File: config.mk
export PLATFORM = sky130hd
export DESIGN_NAME = uart_tx_fifo
export DESIGN_NICKNAME = d
export VERILOG_FILES = /design/src/rtl/uart_pkg.sv /design/src/rtl/fifo.sv /design/src/rtl/uart_tx_core.sv /design/src/rtl/uart_tx_fifo.sv
export SDC_FILE = /design/constraint.sdc
export NUM_CORES = 1
export LEC_CHECK = 0
export CAP_MARGIN = 20
export CORE_MARGIN = 2
export CORE_UTILIZATION = 40
export DETAILED_ROUTE_END_ITERATION = 10
export DONT_BUFFER_PORTS = 1
export SLEW_MARGIN = 30
export SYNTH_ARGS = -nofsm -noshare
export SYNTH_HDL_FRONTEND = slang
export SYNTH_SLANG_ARGS = --single-unit
File: constraint.sdc
create_clock -name clk_50MHz -period 3.1 [get_ports clk_50MHz]
set_clock_uncertainty 0.1 [all_clocks]
set_input_delay 0.93 -clock clk_50MHz [delete_from_list [all_inputs] [get_ports clk_50MHz]]
set_output_delay 0.93 -clock clk_50MHz [all_outputs]
set_load 0.01 [all_outputs]
File: src/rtl/uart_pkg.sv
// Shared UART definitions: FSM state encoding and default baud/stop constants,
// used by both the transmit and receive paths.
package uart_pkg;

  typedef enum logic [2:0] {
    ST_IDLE   = 3'd0,
    ST_START  = 3'd1,
    ST_DATA   = 3'd2,
    ST_PARITY = 3'd3,
    ST_STOP   = 3'd4
  } uart_state_e;

  localparam int unsigned UART_BR_LIMIT      = 326;
  localparam int unsigned UART_STOP_BIT_TICK = 16;
  localparam int unsigned UART_SAMPLE_TICKS  = 16;

endpackage

File: src/rtl/fifo.sv
// Synchronous FIFO, 2^ADDR_W entries, registered full/empty flags, head word
// visible on rd_data whenever not empty. Pushes while full are dropped.
module fifo #(
  parameter int unsigned DATA_W = 8,
  parameter int unsigned ADDR_W = 4
) (
  input  logic              clk,
  input  logic              reset,
  input  logic              wr_en,
  input  logic [DATA_W-1:0] wr_data,
  input  logic              rd_en,
  output logic [DATA_W-1:0] rd_data,
  output logic              full,
  output logic              empty
);

  localparam int unsigned   DEPTH     = 1 << ADDR_W;
  localparam logic [ADDR_W:0] DEPTH_CNT = (ADDR_W+1)'(DEPTH);

  logic [DATA_W-1:0] mem_q [DEPTH];
  logic [ADDR_W-1:0] wr_ptr_q, wr_ptr_d;
  logic [ADDR_W-1:0] rd_ptr_q, rd_ptr_d;
  logic [ADDR_W:0]   count_q, count_d;
  logic              full_q, full_d;
  logic              empty_q, empty_d;
  logic              push, pop;

  always_comb begin
    push     = wr_en && !full_q;
    pop      = rd_en && !empty_q;
    wr_ptr_d = push ? wr_ptr_q + 1'b1 : wr_ptr_q;
    rd_ptr_d = pop  ? rd_ptr_q + 1'b1 : rd_ptr_q;
    count_d  = count_q;
    case ({push, pop})
      2'b10:   count_d = count_q + 1'b1;
      2'b01:   count_d = count_q - 1'b1;
      default: count_d = count_q;
    endcase
    full_d  = (count_d == DEPTH_CNT);
    empty_d = (count_d == '0);
  end

  always_ff @(posedge clk) begin
    if (!reset) begin
      wr_ptr_q <= '0;
      rd_ptr_q <= '0;
      count_q  <= '0;
      full_q   <= 1'b0;
      empty_q  <= 1'b1;
    end else begin
      wr_ptr_q <= wr_ptr_d;
      rd_ptr_q <= rd_ptr_d;
      count_q  <= count_d;
      full_q   <= full_d;
      empty_q  <= empty_d;
      if (push) mem_q[wr_ptr_q] <= wr_data;
    end
  end

  assign rd_data = mem_q[rd_ptr_q];
  assign full    = full_q;
  assign empty   = empty_q;

endmodule

File: src/rtl/uart_tx_core.sv
// UART transmit engine: baud tick generator, frame FSM and shift register.
// Even parity bit is compiled in when UART_TX_PARITY_EN is defined.
module uart_tx_core
  import uart_pkg::*;
#(
  parameter int unsigned DATA_BITS     = 8,
  parameter int unsigned STOP_BIT_TICK = UART_STOP_BIT_TICK,
  parameter int unsigned BR_LIMIT      = UART_BR_LIMIT,
  parameter int unsigned BR_BITS       = 9
) (
  input  logic                 clk,
  input  logic                 reset,
  input  logic                 fifo_empty,
  input  logic [DATA_BITS-1:0] fifo_rd_data,
  output logic                 fifo_rd_en,
  output logic                 tx,
  output logic                 tx_busy
);

  localparam int unsigned TICK_W = 8;
  localparam int unsigned BIT_W  = $clog2(DATA_BITS + 1);
  localparam logic [BR_BITS-1:0] BR_LAST     = BR_BITS'(BR_LIMIT - 1);
  localparam logic [TICK_W-1:0]  SAMPLE_LAST = TICK_W'(UART_SAMPLE_TICKS - 1);
  localparam logic [TICK_W-1:0]  STOP_LAST   = TICK_W'(STOP_BIT_TICK - 1);
  localparam logic [BIT_W-1:0]   BIT_LAST    = BIT_W'(DATA_BITS - 1);

  uart_state_e          state_q, state_d;
  logic [BR_BITS-1:0]   baud_q, baud_d;
  logic [TICK_W-1:0]    tick_cnt_q, tick_cnt_d;
  logic [BIT_W-1:0]     bit_cnt_q, bit_cnt_d;
  logic [DATA_BITS-1:0] shift_q, shift_d;
  logic                 tx_q, tx_d;
`ifdef UART_TX_PARITY_EN
  logic                 parity_q, parity_d;
`endif
  logic                 baud_tick, bit_done, stop_done;

  always_comb begin
    state_d    = state_q;
    tick_cnt_d = tick_cnt_q;
    bit_cnt_d  = bit_cnt_q;
    shift_d    = shift_q;
    tx_d       = tx_q;
    fifo_rd_en = 1'b0;
`ifdef UART_TX_PARITY_EN
    parity_d   = parity_q;
`endif
    baud_tick = (baud_q == BR_LAST);
    bit_done  = baud_tick && (tick_cnt_q == SAMPLE_LAST);
    stop_done = baud_tick && (tick_cnt_q == STOP_LAST);

    if (state_q == ST_IDLE || baud_tick) baud_d = '0;
    else                                 baud_d = baud_q + 1'b1;
    if (state_q != ST_IDLE && baud_tick) tick_cnt_d = tick_cnt_q + 1'b1;

    // tx_d always carries the level of the state being entered, so tx is a
    // pure flop output aligned with the state change.
    case (state_q)
      ST_IDLE: begin
        tx_d = 1'b1;
        if (!fifo_empty) begin
          fifo_rd_en = 1'b1;
          shift_d    = fifo_rd_data;
          tick_cnt_d = '0;
          bit_cnt_d  = '0;
          tx_d       = 1'b0;
          state_d    = ST_START;
`ifdef UART_TX_PARITY_EN
          parity_d   = ^fifo_rd_data;
`endif
        end
      end
      ST_START: begin
        if (bit_done) begin
          tick_cnt_d = '0;
          tx_d       = shift_q[0];
          state_d    = ST_DATA;
        end
      end
      ST_DATA: begin
        if (bit_done) begin
          tick_cnt_d = '0;
          if (bit_cnt_q == BIT_LAST) begin
`ifdef UART_TX_PARITY_EN
            tx_d    = parity_q;
            state_d = ST_PARITY;
`else
            tx_d    = 1'b1;
            state_d = ST_STOP;
`endif
          end else begin
            shift_d   = shift_q >> 1;
            bit_cnt_d = bit_cnt_q + 1'b1;
            tx_d      = shift_d[0];
          end
        end
      end
`ifdef UART_TX_PARITY_EN
      ST_PARITY: begin
        if (bit_done) begin
          tick_cnt_d = '0;
          tx_d       = 1'b1;
          state_d    = ST_STOP;
        end
      end
`endif
      ST_STOP: begin
        if (stop_done) begin
          tick_cnt_d = '0;
          tx_d       = 1'b1;
          state_d    = ST_IDLE;
        end
      end
      default: begin
        tx_d    = 1'b1;
        state_d = ST_IDLE;
      end
    endcase
  end

  always_ff @(posedge clk) begin
    if (!reset) begin
      state_q    <= ST_IDLE;
      baud_q     <= '0;
      tick_cnt_q <= '0;
      bit_cnt_q  <= '0;
      shift_q    <= '0;
      tx_q       <= 1'b1;
`ifdef UART_TX_PARITY_EN
      parity_q   <= 1'b0;
`endif
    end else begin
      state_q    <= state_d;
      baud_q     <= baud_d;
      tick_cnt_q <= tick_cnt_d;
      bit_cnt_q  <= bit_cnt_d;
      shift_q    <= shift_d;
      tx_q       <= tx_d;
`ifdef UART_TX_PARITY_EN
      parity_q   <= parity_d;
`endif
    end
  end

  assign tx      = tx_q;
  assign tx_busy = (state_q != ST_IDLE);

endmodule

File: src/rtl/uart_tx_fifo.sv
// Buffered UART transmitter: FIFO of outbound bytes feeding the 8N1 TX engine
// (8E1 when UART_TX_PARITY_EN is defined).
module uart_tx_fifo
  import uart_pkg::*;
#(
  parameter int unsigned DATA_BITS     = 8,
  parameter int unsigned STOP_BIT_TICK = UART_STOP_BIT_TICK,
  parameter int unsigned BR_LIMIT      = UART_BR_LIMIT,
  parameter int unsigned BR_BITS       = 9,
  parameter int unsigned FIFO_EXP      = 4
) (
  input  logic                 clk_50MHz,
  input  logic                 reset,
  input  logic                 wr_en,
  input  logic [DATA_BITS-1:0] wr_data,
  output logic                 tx,
  output logic                 tx_busy,
  output logic                 fifo_full,
  output logic                 fifo_empty
);

  logic                 fifo_rd_en;
  logic [DATA_BITS-1:0] fifo_rd_data;

  fifo #(
    .DATA_W (DATA_BITS),
    .ADDR_W (FIFO_EXP)
  ) u_fifo (
    .clk     (clk_50MHz),
    .reset   (reset),
    .wr_en   (wr_en),
    .wr_data (wr_data),
    .rd_en   (fifo_rd_en),
    .rd_data (fifo_rd_data),
    .full    (fifo_full),
    .empty   (fifo_empty)
  );

  uart_tx_core #(
    .DATA_BITS     (DATA_BITS),
    .STOP_BIT_TICK (STOP_BIT_TICK),
    .BR_LIMIT      (BR_LIMIT),
    .BR_BITS       (BR_BITS)
  ) u_core (
    .clk          (clk_50MHz),
    .reset        (reset),
    .fifo_empty   (fifo_empty),
    .fifo_rd_data (fifo_rd_data),
    .fifo_rd_en   (fifo_rd_en),
    .tx           (tx),
    .tx_busy      (tx_busy)
  );

endmodule

==> flow_metrics.tcl, run 1 <==
set metrics [dict create \
    setup_viol 0 \
    first_global_vias 4164 \
    cp.arrival_ns 2.90 \
    synth_edf_count 128 \
    portBuffers 0 \
    drive_gt1_frac 0.184 \
    fin_setup_tns_ns 0 \
    grtUsageMet1 0.196 \
    layout.cells.non_filler 767 \
    yosys_warnings 0 \
    dpl-instance-area_sq_mm 0.00785 \
    ys_async_sr_fraction 0 \
    worstPathCellList "nor2_1 -> nand2_2 -> inv_2 -> ha_1 -> xor2_1 -> ha_1 -> a21oi_1 -> mux2i_1 -> xor2_1 -> nand2_1 -> nor4b_1" \
    period_minus_slack_ns 2.68 \
    ios 15 \
    crit_type "reg -> reg" \
    critPathMaxFanout 11 \
    htreeDepth 4 \
    leakage_nw 2.76 \
    syn_area_sq_mm 0.00748 \
    synthFlopType "edfxtp_1" \
    clk_path_buf_depth 2 \
    status "complete, no violations" \
    relSlewSlack 0.468 \
    hold_viol 0 \
    grtUsageTotal 0.152 \
    avgViaCountPerCell 5.29 \
    drc_errors 0 \
    grt_pass1_wl_mm 22.6 \
    ys_ff_latch 180 \
    grt-busiest-layer "met2" \
    antenna_found_initial 0 \
    num-nets-final 545 \
    dp_hpwl_mm 9.12 \
    drt_iter0_drc 264 \
    use_met2 0.251 \
    grt_max_degree 22 \
    startpoint_type "flip-flop" \
    design_area_sq_mm 0.00840 \
    drt-total-wl_mm 14.1 \
    syn_nets 523 \
    cts_tree "yes" \
    hold_path_class "reg -> reg" \
    slew_violations 0 \
    start_util 0.404 \
    synth.distinct_cells 56 \
    cts_sinks 180 \
    die_y_um 141 \
    cp-end-kind "flip-flop" \
    slowest_stage "dfxtp_2" \
    cp.required_ns 3.32 \
    rsz0062_at_grt "no" \
    cts_made_buffers 17 \
    post_cts_buffers 0 \
    dr.pass1.iters 4 \
    ys_seq_area_frac 0.653 \
    crit_path_max_incr_delay_ns 0.42 \
    power_density_mw_per_mm2 727 \
    ir_worst_vdd_uv 383 \
    synthCells 500 \
    gp_congestion 0.820 \
    cp_num_buf_inv 1 \
    worstMarginPinSlew_ns 0.796 \
    rows 50 \
    clk_pin_slew_worst_paths_ns 0.07 \
    wire_per_inst_um 18.4 \
    place_inst 737 \
    n_antenna_cell 0 \
    cap_violations 0 \
    synth.avg_cell_area_sq_um 15.0 \
    die_area_sq_mm 0.0198 \
    final_antenna_net_count 0 \
    fin_crit_sh 0.864 \
    fmax_ghz 0.373 \
    most-common-layout-cells "edfxtp_1, nor2_1, dfxtp_1" \
    clk_latency_ns 0.42 \
    core_area_sq_mm 0.0185 \
    grt-ovfl-total 0 \
    cts_root_buf "clkbuf_16" \
    critPathTopFamily "simple AND/OR/NAND/NOR gates" \
    num_vias 4060 \
    area_growth_pct 12.4 \
    final_common_cell "edfxtp_1" \
    use_met3 0.0367 \
    die_w_um 141 \
]
==> metrics by stage <==
stage | hold slack (ns) | worst slack [ns] | utilization | power (mW)
CTS | 0.385 | 0.317 | 0.454 | 6.18
floorplan | 0.349 | 0.0307 | - | 3.88
finish | 0.393 | 0.420 | 0.454 | 6.11
detailed placement | 0.376 | 0.0999 | 0.424 | 4.14
global route | 0.412 | 0.00706 | 0.454 | 6.42
global placement | 0.359 | 0.195 | 0.424 | 4.10
==> synthesized netlist by cell type (2+ instances only) <==
cell type / n / area [sq um]
buf_1: 3 / 11.3
and2_1: 3 / 18.8
nor4_1: 6 / 37.5
xnor2_1: 6 / 52.6
nor4b_1: 2 / 17.5
nand3_1: 8 / 40.0
dfxtp_1: 52 / 1040
a21o_1: 2 / 15.0
nor2b_1: 2 / 12.5
a2111oi_2: 2 / 30.0
o21ai_0: 5 / 25.0
mux4_2: 27 / 608
a211oi_1: 3 / 22.5
nand4_1: 7 / 43.8
and4bb_2: 2 / 25.0
nor2_1: 64 / 240
a31oi_1: 2 / 12.5
nand3b_1: 4 / 30.0
mux4_1: 6 / 158
nor3_1: 10 / 50.1
xor2_1: 20 / 175
clkbuf_1: 12 / 45.0
buf_4: 2 / 15.0
buf_6: 2 / 22.5
nand2b_1: 4 / 25.0
o31ai_1: 2 / 15.0
a21oi_1: 13 / 65.1
mux2i_1: 23 / 230
inv_1: 10 / 37.5
edfxtp_1: 128 / 3840
buf_2: 4 / 20.0
and3_1: 6 / 37.5
nor3b_1: 2 / 15.0
or3_1: 3 / 18.8
nand2_1: 21 / 78.8
ha_1: 12 / 150
==> where the power goes <==
part	switching, mW	internal, mW
clock	0.923	1.12
sequential	0.159	2.71
combinational	0.609	0.588
==> area by class of cell <==
class / instances / area, sq um
clock buffers: 18 / 429
clock inverters: 12 / 120
fillers: 1607 / 10100
inverters: 11 / 41.3
multi-input cells: 285 / 2420
flip-flops and latches: 180 / 4890
well taps: 234 / 293
repair buffers: 27 / 215
==> cells by family after synthesis <==
logic type / count (synthesis) / synth area share
multiplexers: 56 / 0.133
AO/OA/AOI/OAI: 36 / 0.0335
flip-flops: 180 / 0.653
AND/OR/NAND/NOR: 154 / 0.105
buffers and inverters: 35 / 0.0234
XOR/XNOR: 26 / 0.0305
adder cells (fa/ha/maj): 13 / 0.0214
==> worst paths after layout <==
kind                                          start                   to  slack, ns  cells past startpoint
worst max-delay path              u_core.state_q[2]          u_fifo.full       0.42                     11
worst min-delay path            u_core.bit_cnt_q[1]  u_core.bit_cnt_q[1]       0.39                      2
worst max register to register    u_core.state_q[2]          u_fifo.full       0.42                     11
worst min register to register  u_core.bit_cnt_q[1]  u_core.bit_cnt_q[1]       0.39                      2
==> repair_timing <==
item / CTS / global route
endpoints found under the setup margin: 0 / 1
hold buffers: 0 / 0
hold endpoints to repair: 0 / 0
resized for setup: 0 / 1
==> worst reg2reg max path, stage by stage (launching register included) <==
cell and delay, ns:
dfxtp_2 0.42, nor2_1 0.09, nand2_2 0.18, inv_2 0.14
ha_1 0.23, xor2_1 0.17, ha_1 0.23, a21oi_1 0.17
mux2i_1 0.25, xor2_1 0.22, nand2_1 0.11, nor4b_1 0.26
==> sequential cells by signal (all words and copies together), names as in the netlist, named ones only <==
signal             count
u_fifo.mem_q         128
u_core.baud_q          9
u_core.shift_q         8
u_core.tick_cnt_q      8
u_fifo.count_q         5
u_core.bit_cnt_q       4
u_fifo.rd_ptr_q        4
u_fifo.wr_ptr_q        4
u_core.state_q         3
u_core.tx              1
u_fifo.empty           1
u_fifo.full            1
==> metal layers <==
layer,up-vias,wire [um]
met3,19,454
met5,-,0
met1,2047,6600
li1,1938,-
met2,56,6800
met4,0,282
Power figures use the tool's default switching activity.
==> run 2: changes to the inputs <==
--- a/config.mk
+++ b/config.mk
@@ -8,6 +8,7 @@
 export CAP_MARGIN = 20
 export CORE_MARGIN = 2
 export CORE_UTILIZATION = 40
+export CTS_CLUSTER_DIAMETER = 30
 export DETAILED_ROUTE_END_ITERATION = 10
 export DONT_BUFFER_PORTS = 1
 export SLEW_MARGIN = 30
==> results of run 2 <==
Same layout as run 1: the final DEF is identical, and so are final timing and power.
==> run 3: changes to the inputs <==
--- a/config.mk
+++ b/config.mk
@@ -7,10 +7,11 @@
 export LEC_CHECK = 0
 export CAP_MARGIN = 20
 export CORE_MARGIN = 2
-export CORE_UTILIZATION = 40
+export CORE_UTILIZATION = 36
 export CTS_CLUSTER_DIAMETER = 30
 export DETAILED_ROUTE_END_ITERATION = 10
 export DONT_BUFFER_PORTS = 1
+export REMOVE_ABC_BUFFERS = 1
 export SLEW_MARGIN = 30
 export SYNTH_ARGS = -nofsm -noshare
 export SYNTH_HDL_FRONTEND = slang
==> run 3 against run 2 <==
Compared with the run above: via count rose by 1.5%; routed wire length rose by 1.8%; global-route usage fell by 1.2 points; critical path depth did not move; setup slack improved by 0.026 ns; largest cell class unchanged.
==> flow_metrics.tcl, run 3 (same netlist as run 1, synthesis figures left out) <==
set metrics [dict create \
    cts_sinks 180 \
    grtUsageTotal 0.140 \
    wire_per_inst_um 17.8 \
    clk_path_buf_depth 2 \
    p_sw_mw 1.80 \
    grt-ovfl-total 0 \
    crit_end "u_fifo.full" \
    fillers 1838 \
    dp_hpwl_mm 9.57 \
    cts_made_buffers 17 \
    critPathTopFamily "simple AND/OR/NAND/NOR gates" \
    crit_type "reg -> reg" \
    fin_setup_tns_ns 0 \
    power_density_mw_per_mm2 728 \
    period_minus_slack_ns 2.65 \
    clk_pin_slew_worst_paths_ns 0.07 \
    n_antenna_cell 0 \
    antenna_found_initial 0 \
    num_vias 4120 \
    grtUsageMet1 0.181 \
    combPwrFrac 0.195 \
    startpoint_type "flip-flop" \
    drive_gt1_frac 0.197 \
    cp_num_buf_inv 1 \
    first_global_vias 4137 \
    ios 15 \
    cp.required_ns 3.32 \
    clk_latency_ns 0.43 \
    final_common_cell "edfxtp_1" \
    hold_buffers 0 \
    ir_worst_vdd_uv 455 \
    die_area_sq_mm 0.0219 \
    internal-power_mw 4.40 \
    worstMarginPinSlew_ns 0.753 \
    cts_resized 0 \
    setup_viol 0 \
    cts_tree "yes" \
    die_w_um 148 \
    worstPathCellList "nor2_2 -> nand2_2 -> inv_2 -> ha_1 -> xor2_1 -> ha_1 -> nor3_1 -> o21ai_0 -> o31ai_1 -> xor2_1 -> nor4b_1" \
    status "complete, no violations" \
    power.total_mw 6.20 \
    cts_root_buf "clkbuf_16" \
    die_y_um 148 \
    drt-total-wl_mm 14.4 \
    grt-busiest-layer "met2" \
    largest_reg_flops 128 \
    grt_pass1_wl_mm 22.9 \
    min_from "u_core.bit_cnt_q[1]" \
    dr.pass1.iters 5 \
    regMostFlops "u_fifo.mem_q" \
    gp_congestion 0.770 \
    hold_path_class "reg -> reg" \
    core_area_sq_mm 0.0203 \
    start_util 0.368 \
    htreeDepth 4 \
    design_area_sq_mm 0.00852 \
    fmax_ghz 0.377 \
    crit_path_max_incr_delay_ns 0.43 \
    avgViaCountPerCell 5.10 \
    worst-r2r-cell-count 11 \
    num-nets-final 548 \
    rrSetupSlack_ns 0.45 \
    crit_start "u_fifo.empty" \
    cap_violations 0 \
    leakage_nw 2.80 \
    relSlewSlack 0.497 \
    drc_errors 0 \
    use_met2 0.228 \
    cp-end-kind "flip-flop" \
    drt_iter0_drc 200 \
    timing.rr.start "u_fifo.empty" \
    grt_max_degree 22 \
    reg2reg_to "u_fifo.full" \
    area_growth_pct 14.0 \
    slew_violations 0 \
    critPathMaxFanout 10 \
    portBuffers 0 \
    seqPwrFrac 0.464 \
    post_cts_buffers 0 \
    most-common-layout-cells "edfxtp_1, nor2_1, dfxtp_1" \
    hold_viol 0 \
    cp.arrival_ns 2.88 \
    fin_crit_sh 0.856 \
    slowest_stage "dfxtp_1" \
    rsz0062_at_grt "no" \
    clkPwrFrac 0.341 \
    reg_top3 "u_fifo.mem_q (128), u_core.baud_q (9)" \
    final_antenna_net_count 0 \
    use_met3 0.0383 \
    swShare 0.291 \
    dpl-instance-area_sq_mm 0.00792 \
    rows 52 \
    worstSetupPathDepth 11 \
]
## run 3: per-stage QoR
step                       util  worst slack, ns  cells  hold WS [ns]
after global routing      0.420            0.115    808         0.413
final                     0.420            0.447    808         0.381
after CTS                 0.420            0.326    808         0.386
after global placement    0.390            0.194    776         0.366
after detailed placement  0.390           0.0598    776         0.374
after floorplan               -          -0.0195    476         0.349
## run 3: worst min path at each step
stage	to	slack [ns]	cells past startpoint
2_1_floorplan	u_core.tick_cnt_q[1]	0.35	2
3_3_place_gp	u_core.tick_cnt_q[1]	0.37	2
3_5_place_dp	u_core.tick_cnt_q[1]	0.37	2
4_1_cts	u_core.bit_cnt_q[1]	0.39	2
5_1_grt	u_core.bit_cnt_q[1]	0.41	2
6_report	u_core.bit_cnt_q[1]	0.38	2
## run 3: worst reg2reg max path: cells and delay by family, from the launching register on
| family | cells | cell delay (ns) |
|---|---|---|
| AND/OR/NAND/NOR | 4 | 0.66 |
| buffers and inverters | 1 | 0.13 |
| XOR/XNOR | 2 | 0.41 |
| flip-flops | 1 | 0.43 |
| AO/OA/AOI/OAI | 2 | 0.38 |
| adder cells (fa/ha/maj) | 2 | 0.46 |
## run 3: area by class of cell
class                      count  area, sq um  area share
tap                          270          338      0.0396
clock inverter                15          176      0.0207
timing repair buffer          30          238      0.0279
multi-input combinational    285         2420       0.284
sequential                   180         4890       0.573
clock buffer                  17          425      0.0499
inverter                      11         41.3     0.00484
## run 3: routing by layer
metal	wire, um	part of all wire
met3	631	0.044
met2	6970	0.48
met1	6520	0.45
met5	0	0
met4	276	0.019
## run 3: power by group through the flow
stage	registers (mW)	clock network, mW	logic (mW)
2_1_floorplan	2.96	0	0.825
3_3_place_gp	2.93	0	1.19
3_5_place_dp	2.93	0	1.22
4_1_cts	2.88	2.17	1.22
5_1_grt	2.90	2.26	1.34
6_report	2.88	2.11	1.21
